File: src/rtl/pwm_bank_pkg.sv
// Shared definitions for the pwm_bank peripheral.
// Contents:
//   reg_idx_e        word indices of the register window
//   calc_period_cnt  clock cycles per PWM period
//   calc_cnt_wl      width of the period counter
package pwm_bank_pkg;

  typedef enum logic [7:0] {
    CTRL_REG      = 8'd0,
    STATUS_REG    = 8'd1,
    INFO_REG      = 8'd2,
    DUTY_BASE_REG = 8'd4
  } reg_idx_e;

  function automatic int unsigned calc_period_cnt(input int unsigned clk_freq,
                                                  input int unsigned pwm_freq);
    return clk_freq / pwm_freq;
  endfunction

  function automatic int unsigned calc_cnt_wl(input int unsigned period_cnt);
    return (period_cnt <= 2) ? 1 : $clog2(period_cnt);
  endfunction

endpackage

File: src/rtl/pwm_bank_io_channel.sv
// One PWM channel: pending/active duty registers, compare and enable gating.
// Ports:
//   clk, resetn  system clock, async active-low reset
//   en_i         channel enable (CTRL bit)
//   wr_i         write strobe for the pending duty
//   wdata_i      duty write data
//   wrap_i       period wrap; pending duty is promoted to active
//   cnt_i        period counter, zero-extended to WL
//   pend_o       pending duty (read back on the bus)
//   pwm_o        registered PWM output
module pwm_bank_channel #(
  parameter int unsigned WL = 32
) (
  input  logic          clk,
  input  logic          resetn,
  input  logic          en_i,
  input  logic          wr_i,
  input  logic [WL-1:0] wdata_i,
  input  logic          wrap_i,
  input  logic [WL-1:0] cnt_i,
  output logic [WL-1:0] pend_o,
  output logic          pwm_o
);

  logic [WL-1:0] pend_q, pend_d;
  logic [WL-1:0] active_q, active_d;
  logic          pwm_q, pwm_d;

  always_comb begin
    pend_d   = wr_i   ? wdata_i : pend_q;
    // A write landing on the wrap cycle is promoted at the following wrap.
    active_d = wrap_i ? pend_q  : active_q;
    // Full-width compare: any duty >= period saturates to constant high.
    pwm_d    = en_i && (cnt_i < active_q);
  end

  always_ff @(posedge clk or negedge resetn) begin
    if (!resetn) begin
      pend_q   <= '0;
      active_q <= '0;
      pwm_q    <= 1'b0;
    end else begin
      pend_q   <= pend_d;
      active_q <= active_d;
      pwm_q    <= pwm_d;
    end
  end

  assign pend_o = pend_q;
  assign pwm_o  = pwm_q;

endmodule

File: src/rtl/pwm_bank_io.sv
// Memory-mapped N-channel PWM bank with its own register file.
// Registers: CTRL (enable mask), STATUS (sticky wrap-seen, clear on read),
// INFO (channel count / period), DUTY[ch] (pending duty, applied at wrap).
// Ports:
//   clk, resetn            system clock, async active-low reset
//   cmd_valid/wr/addr/wdata bus command, always accepted
//   rsp_valid/error/data   read response, one cycle after the read command
//   pwm_o                  PWM outputs
//   period_tick            one-cycle pulse while the counter is 0
// Optional: define PWM_BANK_DEADTIME_EN to add bridge-pair dead-time guards
// on channel pairs 2k/2k+1 (requires even CHANNELS).
module pwm_bank_io
  import pwm_bank_pkg::*;
#(
  parameter int unsigned CLK_FREQ        = 100000000,
  parameter int unsigned PWM_FREQ        = 500,
  parameter int unsigned CHANNELS        = 4,
  parameter int unsigned WL              = 32,
  parameter int unsigned ADDR_WL         = 5,
  parameter int unsigned DEADTIME_CYCLES = 8
) (
  input  logic                clk,
  input  logic                resetn,
  input  logic                cmd_valid,
  input  logic                cmd_wr,
  input  logic [ADDR_WL-1:0]  cmd_addr,
  input  logic [WL-1:0]       cmd_wdata,
  output logic                rsp_valid,
  output logic                rsp_error,
  output logic [WL-1:0]       rsp_data,
  output logic [CHANNELS-1:0] pwm_o,
  output logic                period_tick
);

  localparam int unsigned PERIOD_CNT = calc_period_cnt(CLK_FREQ, PWM_FREQ);
  localparam int unsigned CNT_WL     = calc_cnt_wl(PERIOD_CNT);
  localparam logic [31:0] INFO_VAL   = {8'(CHANNELS), 24'(PERIOD_CNT)};

  logic [CNT_WL-1:0]   cnt_q, cnt_d;
  logic                tick_q;
  logic                status_q, status_d;
  logic [CHANNELS-1:0] ctrl_q, ctrl_d;
  logic                rsp_valid_q, rsp_error_q;
  logic [WL-1:0]       rsp_data_q;

  logic                wrap, rd_en, wr_en;
  logic                sel_ctrl, sel_status;
  logic [CHANNELS-1:0] duty_sel, duty_wr, pwm_raw;
  logic [WL-1:0]       pend [CHANNELS];
  logic [WL-1:0]       cnt_wide;
  logic [WL-1:0]       rd_data;
  logic                rd_err;

  assign rd_en      = cmd_valid && !cmd_wr;
  assign wr_en      = cmd_valid && cmd_wr;
  assign sel_ctrl   = (cmd_addr == ADDR_WL'(CTRL_REG));
  assign sel_status = (cmd_addr == ADDR_WL'(STATUS_REG));
  assign wrap       = (cnt_q == CNT_WL'(PERIOD_CNT - 1));
  assign cnt_wide   = WL'(cnt_q);

  for (genvar ch = 0; ch < CHANNELS; ch++) begin : g_ch
    assign duty_sel[ch] = (cmd_addr == ADDR_WL'(int'(DUTY_BASE_REG) + ch));
    assign duty_wr[ch]  = wr_en && duty_sel[ch];

    pwm_bank_channel #(.WL(WL)) u_ch (
      .clk     (clk),
      .resetn  (resetn),
      .en_i    (ctrl_q[ch]),
      .wr_i    (duty_wr[ch]),
      .wdata_i (cmd_wdata),
      .wrap_i  (wrap),
      .cnt_i   (cnt_wide),
      .pend_o  (pend[ch]),
      .pwm_o   (pwm_raw[ch])
    );
  end

  always_comb begin
    rd_data = '0;
    rd_err  = 1'b0;
    if (sel_ctrl)                               rd_data = WL'(ctrl_q);
    else if (sel_status)                        rd_data = WL'(status_q);
    else if (cmd_addr == ADDR_WL'(INFO_REG))    rd_data = WL'(INFO_VAL);
    else if (|duty_sel) begin
      for (int i = 0; i < int'(CHANNELS); i++) begin
        if (duty_sel[i]) rd_data = pend[i];
      end
    end else                                    rd_err  = 1'b1;
  end

  always_comb begin
    cnt_d    = wrap ? '0 : cnt_q + CNT_WL'(1);
    ctrl_d   = (wr_en && sel_ctrl) ? cmd_wdata[CHANNELS-1:0] : ctrl_q;
    status_d = status_q;
    if (rd_en && sel_status) status_d = 1'b0;
    // A wrap coinciding with the clearing read wins.
    if (wrap)                status_d = 1'b1;
  end

  always_ff @(posedge clk or negedge resetn) begin
    if (!resetn) begin
      cnt_q       <= '0;
      tick_q      <= 1'b0;
      status_q    <= 1'b0;
      ctrl_q      <= '0;
      rsp_valid_q <= 1'b0;
      rsp_error_q <= 1'b0;
      rsp_data_q  <= '0;
    end else begin
      cnt_q       <= cnt_d;
      tick_q      <= wrap;
      status_q    <= status_d;
      ctrl_q      <= ctrl_d;
      rsp_valid_q <= rd_en;
      rsp_error_q <= rd_en && rd_err;
      rsp_data_q  <= rd_en ? rd_data : '0;
    end
  end

  assign rsp_valid   = rsp_valid_q;
  assign rsp_error   = rsp_error_q;
  assign rsp_data    = rsp_data_q;
  assign period_tick = tick_q;

`ifdef PWM_BANK_DEADTIME_EN
  localparam int unsigned GUARD_WL =
    (DEADTIME_CYCLES < 1) ? 1 : $clog2(DEADTIME_CYCLES + 1);

  for (genvar p = 0; p < CHANNELS / 2; p++) begin : g_pair
    logic [GUARD_WL-1:0] guard_q, guard_d;
    logic                blk_b_q, blk_b_d;  // 1: odd channel is being held off
    logic                out_a_q, out_b_q;
    logic                req_a, req_b, nxt_a, nxt_b, hold_a, hold_b;

    always_comb begin
      // Both requested high is a shoot-through request: drive both low.
      req_a   = pwm_raw[2*p]   && !pwm_raw[2*p+1];
      req_b   = pwm_raw[2*p+1] && !pwm_raw[2*p];
      hold_a  = (guard_q != '0) && !blk_b_q;
      hold_b  = (guard_q != '0) &&  blk_b_q;
      nxt_a   = req_a && (out_a_q || (!out_b_q && !hold_a));
      nxt_b   = req_b && (out_b_q || (!out_a_q && !hold_b));
      guard_d = (guard_q != '0) ? guard_q - GUARD_WL'(1) : '0;
      blk_b_d = blk_b_q;
      if (out_a_q && !nxt_a) begin
        guard_d = GUARD_WL'(DEADTIME_CYCLES);
        blk_b_d = 1'b1;
      end else if (out_b_q && !nxt_b) begin
        guard_d = GUARD_WL'(DEADTIME_CYCLES);
        blk_b_d = 1'b0;
      end
    end

    always_ff @(posedge clk or negedge resetn) begin
      if (!resetn) begin
        guard_q <= '0;
        blk_b_q <= 1'b0;
        out_a_q <= 1'b0;
        out_b_q <= 1'b0;
      end else begin
        guard_q <= guard_d;
        blk_b_q <= blk_b_d;
        out_a_q <= nxt_a;
        out_b_q <= nxt_b;
      end
    end

    assign pwm_o[2*p]   = out_a_q;
    assign pwm_o[2*p+1] = out_b_q;
  end
`else
  logic unused_deadtime;
  assign unused_deadtime = ^DEADTIME_CYCLES;
  assign pwm_o = pwm_raw;
`endif

endmodule

File: config.mk
export PLATFORM = sky130hd
export DESIGN_NAME = pwm_bank_io
export DESIGN_NICKNAME = d
export VERILOG_FILES = /design/src/rtl/pwm_bank_pkg.sv /design/src/rtl/pwm_bank_io_channel.sv /design/src/rtl/pwm_bank_io.sv
export SDC_FILE = /design/constraint.sdc
export NUM_CORES = 1
export LEC_CHECK = 0
export CELL_PAD_IN_SITES_DETAIL_PLACEMENT = 0
export CELL_PAD_IN_SITES_GLOBAL_PLACEMENT = 1
export CORE_MARGIN = 1.5
export CORE_UTILIZATION = 40
export CTS_CLUSTER_SIZE = 20
export DETAILED_ROUTE_END_ITERATION = 8
export PLACE_DENSITY_LB_ADDON = 0.25
export SETUP_SLACK_MARGIN = 0.2
export SLEW_MARGIN = 0
export SYNTH_ARGS = -nofsm -noshare
export SYNTH_HDL_FRONTEND = slang
export SYNTH_SLANG_ARGS = --single-unit
File: constraint.sdc
create_clock -name clk -period 4.4 [get_ports clk]
set_input_delay 1.32 -clock clk [delete_from_list [all_inputs] [get_ports clk]]
set_output_delay 1.32 -clock clk [all_outputs]
set_load 0.1 [all_outputs]
; Word level (Yosys, flattened, before mapping)
; Index checks and enable logic that the tools add are counted.
[op_classes]
n_lt_le_gt_ge = 4
n_eq_ne = 7
reduce_logical = 17
add_sub_neg = 1
mux = 16
[op_table]
columns = operator, n
row1 = 2-to-1 mux 32 bit, 9
row2 = < comparator 18 x 32 -> 1 bit, 4
row3 = equality test 5 x 3 -> 1 bit (second input constant), 4
row4 = adder 18 x 1 -> 18 bit (second input constant), 1
row5 = equality test 18 bit (second input constant), 1
row6 = 2-to-1 mux 18 bit, 1
row7 = logical AND 1 bit, 13
row8 = 2-to-1 mux 1 bit, 6
row9 = equality test 5 x 1 -> 1 bit (second input constant), 1
row10 = equality test 5 x 2 -> 1 bit (second input constant), 1
row11 = zero test 5 bit, 1
row12 = OR reduction 4 bit, 1
row13 = nonzero test 2 bit, 1
row14 = zero test 1 bit, 1
[word_totals]
out_inout_bits = 39
register_bits = 318
inputBits = 41
elab_cells = 64

; Logic depth before layout (Yosys ltp)
; Gate-level depths: netlist (run 1).
[depth]
depth_word = 10
ltp_mapped = 8
depth_no_buf = 7

; Hierarchy
; Synthesis (run 1) repeated with hierarchy kept, for this count alone.
[hier_totals]
hier_cells = 1407
area_unflattened_um2 = 15428.5
[modules_own_cells]
columns = module, area_each_um2, n_inst, seq_area_each_um2, cells_each
row1 = pwm_bank_channel at g_ch[0].u_ch ..., 3099.2, 3, 1626.6, 282
row2 = pwm_bank_channel at g_ch[2].u_ch, 3104.2, 1, 1626.6, 286
row3 = pwm_bank_io, 3026.7, 1, 1451.4, 275

; Least setup slack after synthesis (run 1)
; Ideal clock, no wire load.
[synth_path]
path_type = in2reg
start = input cmd_addr[4]
end = register g_ch[1].u_ch.pend_q[10]
setup_ns = 0.125
path_stages = 5
arrival_ns = 2.595
path_buffers = 1
setup_slack_ns = 1.680
path_cell_list = nor3b_4 -> nand3_2 -> nor3b_4 -> buf_6 -> mux2_2
[synth_between]
elab_chain_cells = 2
[synth_lines]
columns = item, line
row1 = from (decl), pwm_bank_io.sv:26  ; input logic [ADDR_WL-1:0] cmd_addr,
row2 = equality test 5 x 3 -> 1 bit, pwm_bank_io.sv:62  ; assign duty_sel[ch] = (cmd_addr == ADDR_WL'(int'(DUTY_BASE_REG) + ch));
row3 = logical AND 1 bit, pwm_bank_io.sv:63  ; assign duty_wr[ch] = wr_en && duty_sel[ch];
row4 = to (signal assigned), pwm_bank_io_channel.sv:43  ; pend_q <= pend_d;
row5 = to (decl), pwm_bank_io_channel.sv:25  ; logic [WL-1:0] pend_q, pend_d;
; No other way between the ends.
; A chain may end at the register's enable or synchronous reset.

; Worst setup path in the final report (run 1)
[layout_path]
start = register rsp_data_q[17], in the netlist rsp_data[17]
end = output rsp_data[17]
[layout_rtl]
columns = item, line
row1 = from (decl), pwm_bank_io.sv:44  ; logic [WL-1:0] rsp_data_q;
row2 = from (signal assigned), pwm_bank_io.sv:116  ; rsp_data_q <= rd_en ? rd_data : '0;
row3 = to (decl), pwm_bank_io.sv:30  ; output logic [WL-1:0] rsp_data,
; No word-level cell between the ends.

==> impl_metrics.toml, run 1 <==
[timing]
rsz0062_at_grt = "false"
setup-tns-final_ns = 0
report.final.hold_viol_count = 0
min_period_over_period = 0.778
slew_headroom = 0.336
finalMaxSlewViolations = 0
fmax_mhz = 292
finClkSkew_ns = 0.0263
tightest_slew_ns = 0.996
post-route-min-period_ns = 3.42
finalSetupViolCount = 0

[floorplanning]
die_h_um = 198
pin_count = 80
start_util = 0.405
coreArea_sq_mm = 0.0375
dieArea_sq_mm = 0.0391
rows = 71
fp.dieW_um = 198

[worst_hold_path]
worstHoldPathCells = 1
hold_class = "register to register"
hold_start = "g_ch[0].u_ch.active_q[16]$_DFFE_PN0P_"

[run]
max_cap_violations = 0

[clocking]
htree_levels = 2
cts_resized = 0
path_clk_slew_ns = 0.06
clockBufferDepth = 3
cts_buffers = 38
worstSkewPairLatency_ns = 0.53
cts_tree = "done"
cts_hold_buffers = 0
cts_root_buf = "clkbuf_16"
cts_setup_buffers = 0
clkSinkCount = 318

[final_layout]
final_cells = 1702
area_growth_syn_to_layout_pct = 16.2
n_antenna_cell = 0
seq_area_sq_mm = 0.00796
final_core_util = 0.470
drive_gt1_frac = 0.316
num-fill-cells = 3399
multiInputGateArea_sq_mm = 0.00648
nets = 1275

[synth]
yosysMostFrequentCell = "dfrtp_1"
synth.avg_cell_area_sq_um = 14.1
async_reset_ff_frac = 1.00
synth_nets = 1187
synth_top_area_share = 0.524
seq_area_frac_synth = 0.524
synth_top_area_cell = "dfrtp_1"
syn_area_sq_mm = 0.0152
ys_ff_latch = 318
ys.flop_type = "dfrtp_1"
ys_warn_count = 0
netlist_instances = 1077
synth_edf_count = 0
synth_area_leaders = "dfrtp_1 (52%), mux2_2 (12%), mux2_4 (9.9%)"
synth_cell_types = 53
yosys-top-cells-count = "dfrtp_1 (318), mux2_2 (158), mux2_4 (100)"

[routing]
via_count = 8715
drc = 0
antenna_left = 0
routed_via_density = 5.12
initialDrtViolationCount = 460
wl_per_cell_um = 20.5
routed_wl_um = 35000
dr.pass1.iters = 4

[worst_setup_path]
max_stage_delay_ns = 1.17
worstPathArrival_ns = 2.10
cp-end-kind = "primary output"
cp.depth = 1
path_max_fanout = 1
r2r_start = "cnt_q[1]$_DFF_PN0_"
path_buf_inv = 1
critical_path.slowest_cell = "clkdlybuf4s50_1"
startpoint = "rsp_data[17]$_DFF_PN0_"
critPathKind = "register to primary output"
cp_top_family = "buffers and inverters"
start_kind = "register"
r2r_cells = 7
worstPathRequired_ns = 3.08
path_cells = "clkdlybuf4s50_1"

[placed_design]
place.gp.congestion = 0.821
portBuffers = 79
dp_cells = 1636
dp_hpwl_um = 23700

[power_and_ir_drop]
powerDensity_mw_per_mm2 = 385
finalPower_mw = 6.78
leakage_nw = 8.17
vdd.ir_drop.worst_mv = 0.250

[global_route]
overflow = 0
antenna_found_initial = 0
grt_pass1_vias = 9127
grt_usage = 0.185
grt_pass1_wl_um = 54800
grt_max_degree = 96

[run_status]
status = "complete, no violations"
[routing by layer]
layer | up-vias | GRT usage | part of all wire
met3 | 50 | 0.0267 | 0.029
met4 | 0 | 0.0455 | 0.019
met5 | - | 0 | 0
li1 | 4043 | - | -
met1 | 4507 | 0.260 | 0.47
met2 | 115 | 0.302 | 0.48
[stage by stage]
step	hold slack (ns)	setup WS (ns)	area, sq um
floorplan	0.470	1.68	15200
global placement	0.492	0.737	16400
detailed placement	0.492	0.713	16400
CTS	0.509	0.924	17600
global route	0.519	0.930	17600
finish	0.504	0.977	17600
[layout by cell type, fill, tap and decap left out, types with 5 or more instances in the layout]
cell type / synthesis / routed
inv_1: 73 / 73
ha_1: 69 / 69
xor2_1: 9 / 9
buf_12: 13 / 9
clkbuf_8: 0 / 10
o211ai_1: 17 / 17
mux2_4: 100 / 100
clkdlybuf4s50_1: 0 / 76
nor3_1: 9 / 9
xnor2_1: 5 / 5
mux4_2: 25 / 25
nand3_1: 23 / 23
nand2_1: 29 / 29
nor4_1: 13 / 13
nor2_1: 30 / 30
clkbuf_1: 9 / 5
mux2_2: 158 / 158
and3_1: 23 / 23
o21a_1: 5 / 5
clkinv_2: 0 / 6
clkbuf_16: 0 / 38
o21ai_0: 19 / 19
buf_4: 10 / 9
dfrtp_1: 318 / 318
a21oi_1: 28 / 28
nand2b_1: 11 / 11
mux2i_1: 8 / 8
a21o_1: 8 / 8
o31ai_1: 6 / 6
[sequential cells by signal, summed over array words and instances, names as in the netlist, 4 cells and up]
register / flops
g_ch.u_ch.active_q: 128
g_ch.u_ch.pend_o: 128
rsp_data: 32
cnt_q: 18
ctrl_q: 4
g_ch.u_ch.pwm_o: 4
[area by class of cell]
class,instances,area share
Clock buffer,53,0.0628
Clock inverter,13,0.00781
Inverter,73,0.0155
Multi-Input combinational cell,637,0.368
Sequential cell,318,0.451
Tap cell,511,0.0363
Timing Repair Buffer,97,0.0586
[worst paths after layout]
path	slack [ns]	endpoint
max	0.98	rsp_data[17]
min	0.50	g_ch[0].u_ch.active_q[16]$_DFFE_PN0P_
max reg2reg	1.75	g_ch[3].u_ch.active_q[1]$_DFFE_PN0P_
min reg2reg	0.50	g_ch[0].u_ch.active_q[16]$_DFFE_PN0P_
max in group asynchronous	2.72	g_ch[1].u_ch.pend_o[10]$_DFFE_PN0P_
min in group asynchronous	0.78	g_ch[0].u_ch.pend_o[4]$_DFFE_PN0P_
[worst reg2reg max path, stage by stage (launching register included)]
cell	delay, ns
dfrtp_1	0.47
ha_1	0.28
inv_1	0.05
nor2_1	0.23
nand2_2	0.16
nor3_4	0.26
buf_4	0.65
mux2_2	0.44
[where the power goes]
group / switching [mW] / leakage, nW / internal [mW]
Clock: 1.22 / 0.609 / 1.87
Sequential: 0.135 / 4.33 / 3.09
Combinational: 0.213 / 3.22 / 0.244
Total: 1.57 / 8.17 / 5.21
[cell families (layout without fill, tap and decap cells)]
| group | count (synthesis) | after routing | share of synthesized area |
|---|---|---|---|
| AO/OA/AOI/OAI | 100 | 100 | 0.0426 |
| XOR/XNOR | 14 | 14 | 0.00808 |
| adder cells (fa/ha/maj) | 69 | 69 | 0.0569 |
| buffers and inverters | 122 | 236 | 0.0501 |
| flip-flops | 318 | 318 | 0.524 |
| multiplexers | 292 | 292 | 0.259 |
| AND/OR/NAND/NOR | 162 | 162 | 0.0586 |
(Power assumes the default switching activity.)
==> run 2: changes to the inputs <==
- clock period: 4.4 -> 3 ns (I/O delays scaled with it)
==> run 2 against run 1 <==
- critical path depth increased by 7
- flip-flop and latch count unchanged
- register-to-register slack got worse by 1.2 ns
- critical endpoint is now g_ch[3].u_ch.active_q[2]$_DFFE_PN0P_
- critical path type is now register to register
- design area about the same
- sequential power increased by 46%
==> impl_metrics.toml, run 2 (same netlist as run 1, synthesis figures left out) <==
[floorplanning]
fp.dieW_um = 198
coreArea_sq_mm = 0.0375
rows = 71
die_h_um = 198
pin_count = 80
start_util = 0.405
dieArea_sq_mm = 0.0391

[global_route]
grt_usage = 0.190
grt_pass1_vias = 9317
antenna_found_initial = 0
grt_pass1_wl_um = 56300
grt_max_degree = 77
overflow = 0

[final_layout]
design_area_sq_mm = 0.0176
layout_common_cells = "dfrtp_1 (318), mux2_2 (158), mux2_4 (100)"
drive_gt1_frac = 0.353
area_growth_syn_to_layout_pct = 16.3
n_antenna_cell = 0
nets = 1286
final_common_cell = "dfrtp_1"

[clocking]
path_clk_slew_ns = 0.06
cts_buffers = 36
cts_hold_buffers = 0
clkSinkCount = 318
cts_resized = 0
worstSkewPairLatency_ns = 0.53
cts_tree = "done"
clockBufferDepth = 3
cts_setup_buffers = 0
htree_levels = 2
cts_root_buf = "clkbuf_16"

[timing]
fmax_mhz = 400
post-route-min-period_ns = 2.50
finClkSkew_ns = 0.0211
postLayoutSetupSlackWorst_ns = 0.502
holdWs_ns = 0.294
report.final.hold_viol_count = 0
tightest_slew_ns = 0.748
rsz0062_at_grt = "false"
slew_headroom = 0.497
finalMaxSlewViolations = 0
min_period_over_period = 0.833
finalSetupViolCount = 0
setup-tns-final_ns = 0

[worst_setup_path]
r2r_start = "cnt_q[1]$_DFF_PN0_"
cp-endpoint = "g_ch[3].u_ch.active_q[2]$_DFFE_PN0P_"
worstPathArrival_ns = 2.90
reg2reg_to = "g_ch[3].u_ch.active_q[2]$_DFFE_PN0P_"
path_max_fanout = 22
r2r_cells = 8
rrSetupSlack_ns = 0.50
start_kind = "register"
critPathKind = "register to register"
cp-end-kind = "register"
worstPathRequired_ns = 3.40
startpoint = "cnt_q[1]$_DFF_PN0_"

[routing]
via_count = 8747
antenna_left = 0
dr.pass1.iters = 4
wl_per_cell_um = 20.7
routed_via_density = 5.11
drc = 0
routed_wl_um = 35500
initialDrtViolationCount = 373

[power_and_ir_drop]
p_sw_frac = 0.229
pwr-share-seq = 0.478
p_clk_frac = 0.452
p_int_mw = 7.62
vdd.ir_drop.worst_mv = 0.325
p_sw_mw = 2.26
power_frac_comb = 0.069
leakage_nw = 8.32
powerDensity_mw_per_mm2 = 560

[placed_design]
place.gp.congestion = 0.837
dpl_worst_slack_ns = 0.0898
dp_hpwl_um = 24100
portBuffers = 79
dpl_cell_area_sq_mm = 0.0164

[worst_hold_path]
hold_class = "input pin to asynchronous set/reset pin"

[run_status]
status = "complete, no violations"

[run]
max_cap_violations = 0
## run 2: worst min path at each step
stage,cells after the start,endpoint,slack (ns)
global route,1,g_ch[3].u_ch.pend_o[4]$_DFFE_PN0P_,0.30
global placement,1,g_ch[0].u_ch.active_q[17]$_DFFE_PN0P_,0.49
floorplan,1,g_ch[0].u_ch.pend_o[12]$_DFFE_PN0P_,0.47
finish,1,g_ch[3].u_ch.pend_o[4]$_DFFE_PN0P_,0.29
detailed placement,1,g_ch[1].u_ch.active_q[7]$_DFFE_PN0P_,0.49
CTS,1,g_ch[0].u_ch.pend_o[4]$_DFFE_PN0P_,0.29
## run 2: layer usage
layer / GRT usage / vias up / part of all wire
met4: 0.0554 / 0 / 0.024
met2: 0.308 / 113 / 0.47
li1: - / 4076 / -
met5: 0 / - / 0
met1: 0.264 / 4505 / 0.47
met3: 0.0281 / 53 / 0.029
## run 2: power groups by stage
stage | clock [mW] | sequential, mW | combinational (mW)
5_1_grt | 4.77 | 4.77 | 0.745
3_3_place_gp | 0 | 4.80 | 0.683
6_report | 4.47 | 4.73 | 0.685
4_1_cts | 4.60 | 4.73 | 0.700
2_1_floorplan | 0 | 4.77 | 0.383
3_5_place_dp | 0 | 4.81 | 0.697
## run 2: area by class of cell
cell class,count,area (sq um)
flip-flops and latches,318,7960
well taps,511,639
fillers,3393,19800
clock buffers,49,1020
repair buffers,110,1100
inverters,73,274
multi-input cells,637,6480
clock inverters,13,180
## run 2: critical path, cell delays in order, from the launching register on
cell	delay (ns)
dfrtp_1	0.49
ha_1	0.29
inv_1	0.06
nor2_1	0.22
nand2_2	0.15
nor3_4	0.25
buf_12	0.16
buf_4	0.36
mux2_2	0.39
## run 2: per-stage QoR
step,util,cells,total power [mW]
floorplan,-,1077,5.15
global placement,0.439,1649,5.49
detailed placement,0.439,1649,5.51
CTS,0.471,1711,10.0
global route,0.471,1711,10.3
finish,0.471,1711,9.89
==> run 3: changes to the inputs <==
- clock period: 3 -> 2.24 ns (I/O delays scaled with it)
==> run 3 against run 2 <==
- global-route usage is 0.57 points higher
- combinational power is 40% higher
- flip-flop and latch count stayed put
==> impl_metrics.toml, run 3 (same netlist as run 1, synthesis figures left out) <==
[run_status]
status = "complete, no violations"

[worst_hold_path]
worstHoldPathCells = 1
hold_class = "register to register"
hold_start = "g_ch[2].u_ch.active_q[19]$_DFFE_PN0P_"
min_to = "g_ch[2].u_ch.active_q[19]$_DFFE_PN0P_"

[global_route]
antenna_found_initial = 0
overflow = 0
grt_usage = 0.196
grt_pass1_wl_um = 57700
grt_pass1_vias = 9686
grt_max_degree = 69

[timing]
setup-tns-final_ns = 0
report.final.hold_viol_count = 0
holdWs_ns = 0.507
fmax_mhz = 482
post-route-min-period_ns = 2.07
finClkSkew_ns = 0.0174
slew_headroom = 0.596
min_period_over_period = 0.926
finalSetupViolCount = 0
rsz0062_at_grt = "true"
finalMaxSlewViolations = 0
tightest_slew_ns = 0.601

[clocking]
path_clk_slew_ns = 0.06
cts_tree = "done"
htree_levels = 2
worstSkewPairLatency_ns = 0.53
clockBufferDepth = 3
clkSinkCount = 318
cts_root_buf = "clkbuf_16"
cts_buffers = 36

[floorplanning]
fp.dieW_um = 198
die_h_um = 198
coreArea_sq_mm = 0.0375
pin_count = 80
start_util = 0.405
dieArea_sq_mm = 0.0391
rows = 71

[final_layout]
area_growth_syn_to_layout_pct = 21.9
design_area_sq_mm = 0.0185
final_common_cell = "dfrtp_1"
seq_area_sq_mm = 0.00797
layout_common_cells = "dfrtp_1 (312), mux2_2 (155), buf_4 (110)"
multiInputGateArea_sq_mm = 0.00658
nets = 1361
final_cells = 1788
n_antenna_cell = 0
num-fill-cells = 3334
drive_gt1_frac = 0.403

[worst_setup_path]
path_max_fanout = 5
start_kind = "register"
r2r_start = "cnt_q[4]$_DFF_PN0_"
critPathKind = "register to register"
reg2reg_to = "g_ch[0].u_ch.pwm_o$_DFF_PN0_"
cp-end-kind = "register"
worstPathRequired_ns = 2.71
rrSetupSlack_ns = 0.17
worstPathArrival_ns = 2.54
r2r_cells = 8

[routing]
via_count = 9054
antenna_left = 0
dr.pass1.iters = 4
routed_wl_um = 37100
initialDrtViolationCount = 314
drc = 0
routed_via_density = 5.06
wl_per_cell_um = 20.7

[power_and_ir_drop]
vdd.ir_drop.worst_mv = 0.624
leakage_nw = 8.77
powerDensity_mw_per_mm2 = 711

[placed_design]
dp_hpwl_um = 25700
place.gp.congestion = 0.881
dpl_cell_area_sq_mm = 0.0169
dp_cells = 1702
portBuffers = 79

[run]
max_cap_violations = 0
## run 3: cell types whose count changed in the layout (fill, tap and decap cells not counted), moves of 4 or more
cell,change
clkbuf_1,+4
dfrtp_2,+6
o31ai_1,-4
buf_12,+6
buf_4,+54
clkbuf_16,+4
buf_6,+7
dfrtp_1,-6
o31ai_2,+4
## run 3: critical path: stages (launching register included)
cell and delay, ns:
dfrtp_2 0.45, ha_1 0.33, a21o_1 0.18, a21oi_1 0.17, o31ai_1 0.10, buf_4 0.15, and4_1 0.25, o31ai_2 0.22
buf_4 0.15
## run 3: timing repair
item	4_1_cts	5_1_grt
endpoints found under the hold margin	18	0
cloned	2	4
hold buffers	1	0
setup endpoints to repair	175	186
gates resized for setup	13	27
pin swaps	0	8
buffers inserted	4	11
## run 3: layout make-up
cell class,instances,area share
well taps,511,0.0346
repair buffers,185,0.101
flip-flops and latches,318,0.431
clock buffers,53,0.0566
multi-input cells,637,0.355
clock inverters,11,0.00649
inverters,73,0.0148
## run 3: worst max-delay path by stage
stage / cells past startpoint / slack [ns] / end / startpoint
2_1_floorplan: 5 / 0.17 / g_ch[1].u_ch.pend_o[10]$_DFFE_PN0P_ / cmd_addr[4]
3_3_place_gp: 6 / -0.38 / g_ch[1].u_ch.pend_o[14]$_DFFE_PN0P_ / cmd_addr[4]
3_5_place_dp: 6 / -0.42 / g_ch[1].u_ch.pend_o[14]$_DFFE_PN0P_ / cmd_addr[4]
4_1_cts: 7 / 0.16 / g_ch[3].u_ch.pend_o[13]$_DFFE_PN0P_ / cmd_addr[3]
5_1_grt: 8 / 0.09 / g_ch[0].u_ch.pwm_o$_DFF_PN0_ / cnt_q[4]$_DFF_PN0_
6_report: 8 / 0.17 / g_ch[0].u_ch.pwm_o$_DFF_PN0_ / cnt_q[4]$_DFF_PN0_
## run 3: metal layers
metal / part of all wire / track usage
met4: 0.022 / 0.0534
met3: 0.026 / 0.0255
met1: 0.46 / 0.267
met2: 0.49 / 0.327
met5: 0 / 0
## run 3: where the power goes
group | leakage (nW) | total, mW | internal, mW | switching, mW
sequential | 4.33 | 6.35 | 6.07 | 0.275
clock | 0.580 | 5.84 | 3.48 | 2.36
combinational | 3.87 | 0.958 | 0.518 | 0.440
total | 8.77 | 13.1 | 10.1 | 3.08
## run 3: metrics by stage
stage                     utilization  setup WS (ns)  power [mW]
final                           0.493          0.166        13.1
after global routing            0.493         0.0885        13.7
after CTS                       0.486          0.160        13.3
after detailed placement        0.452         -0.417        7.42
after global placement          0.452         -0.382        7.39
after floorplan                     -          0.168        6.90
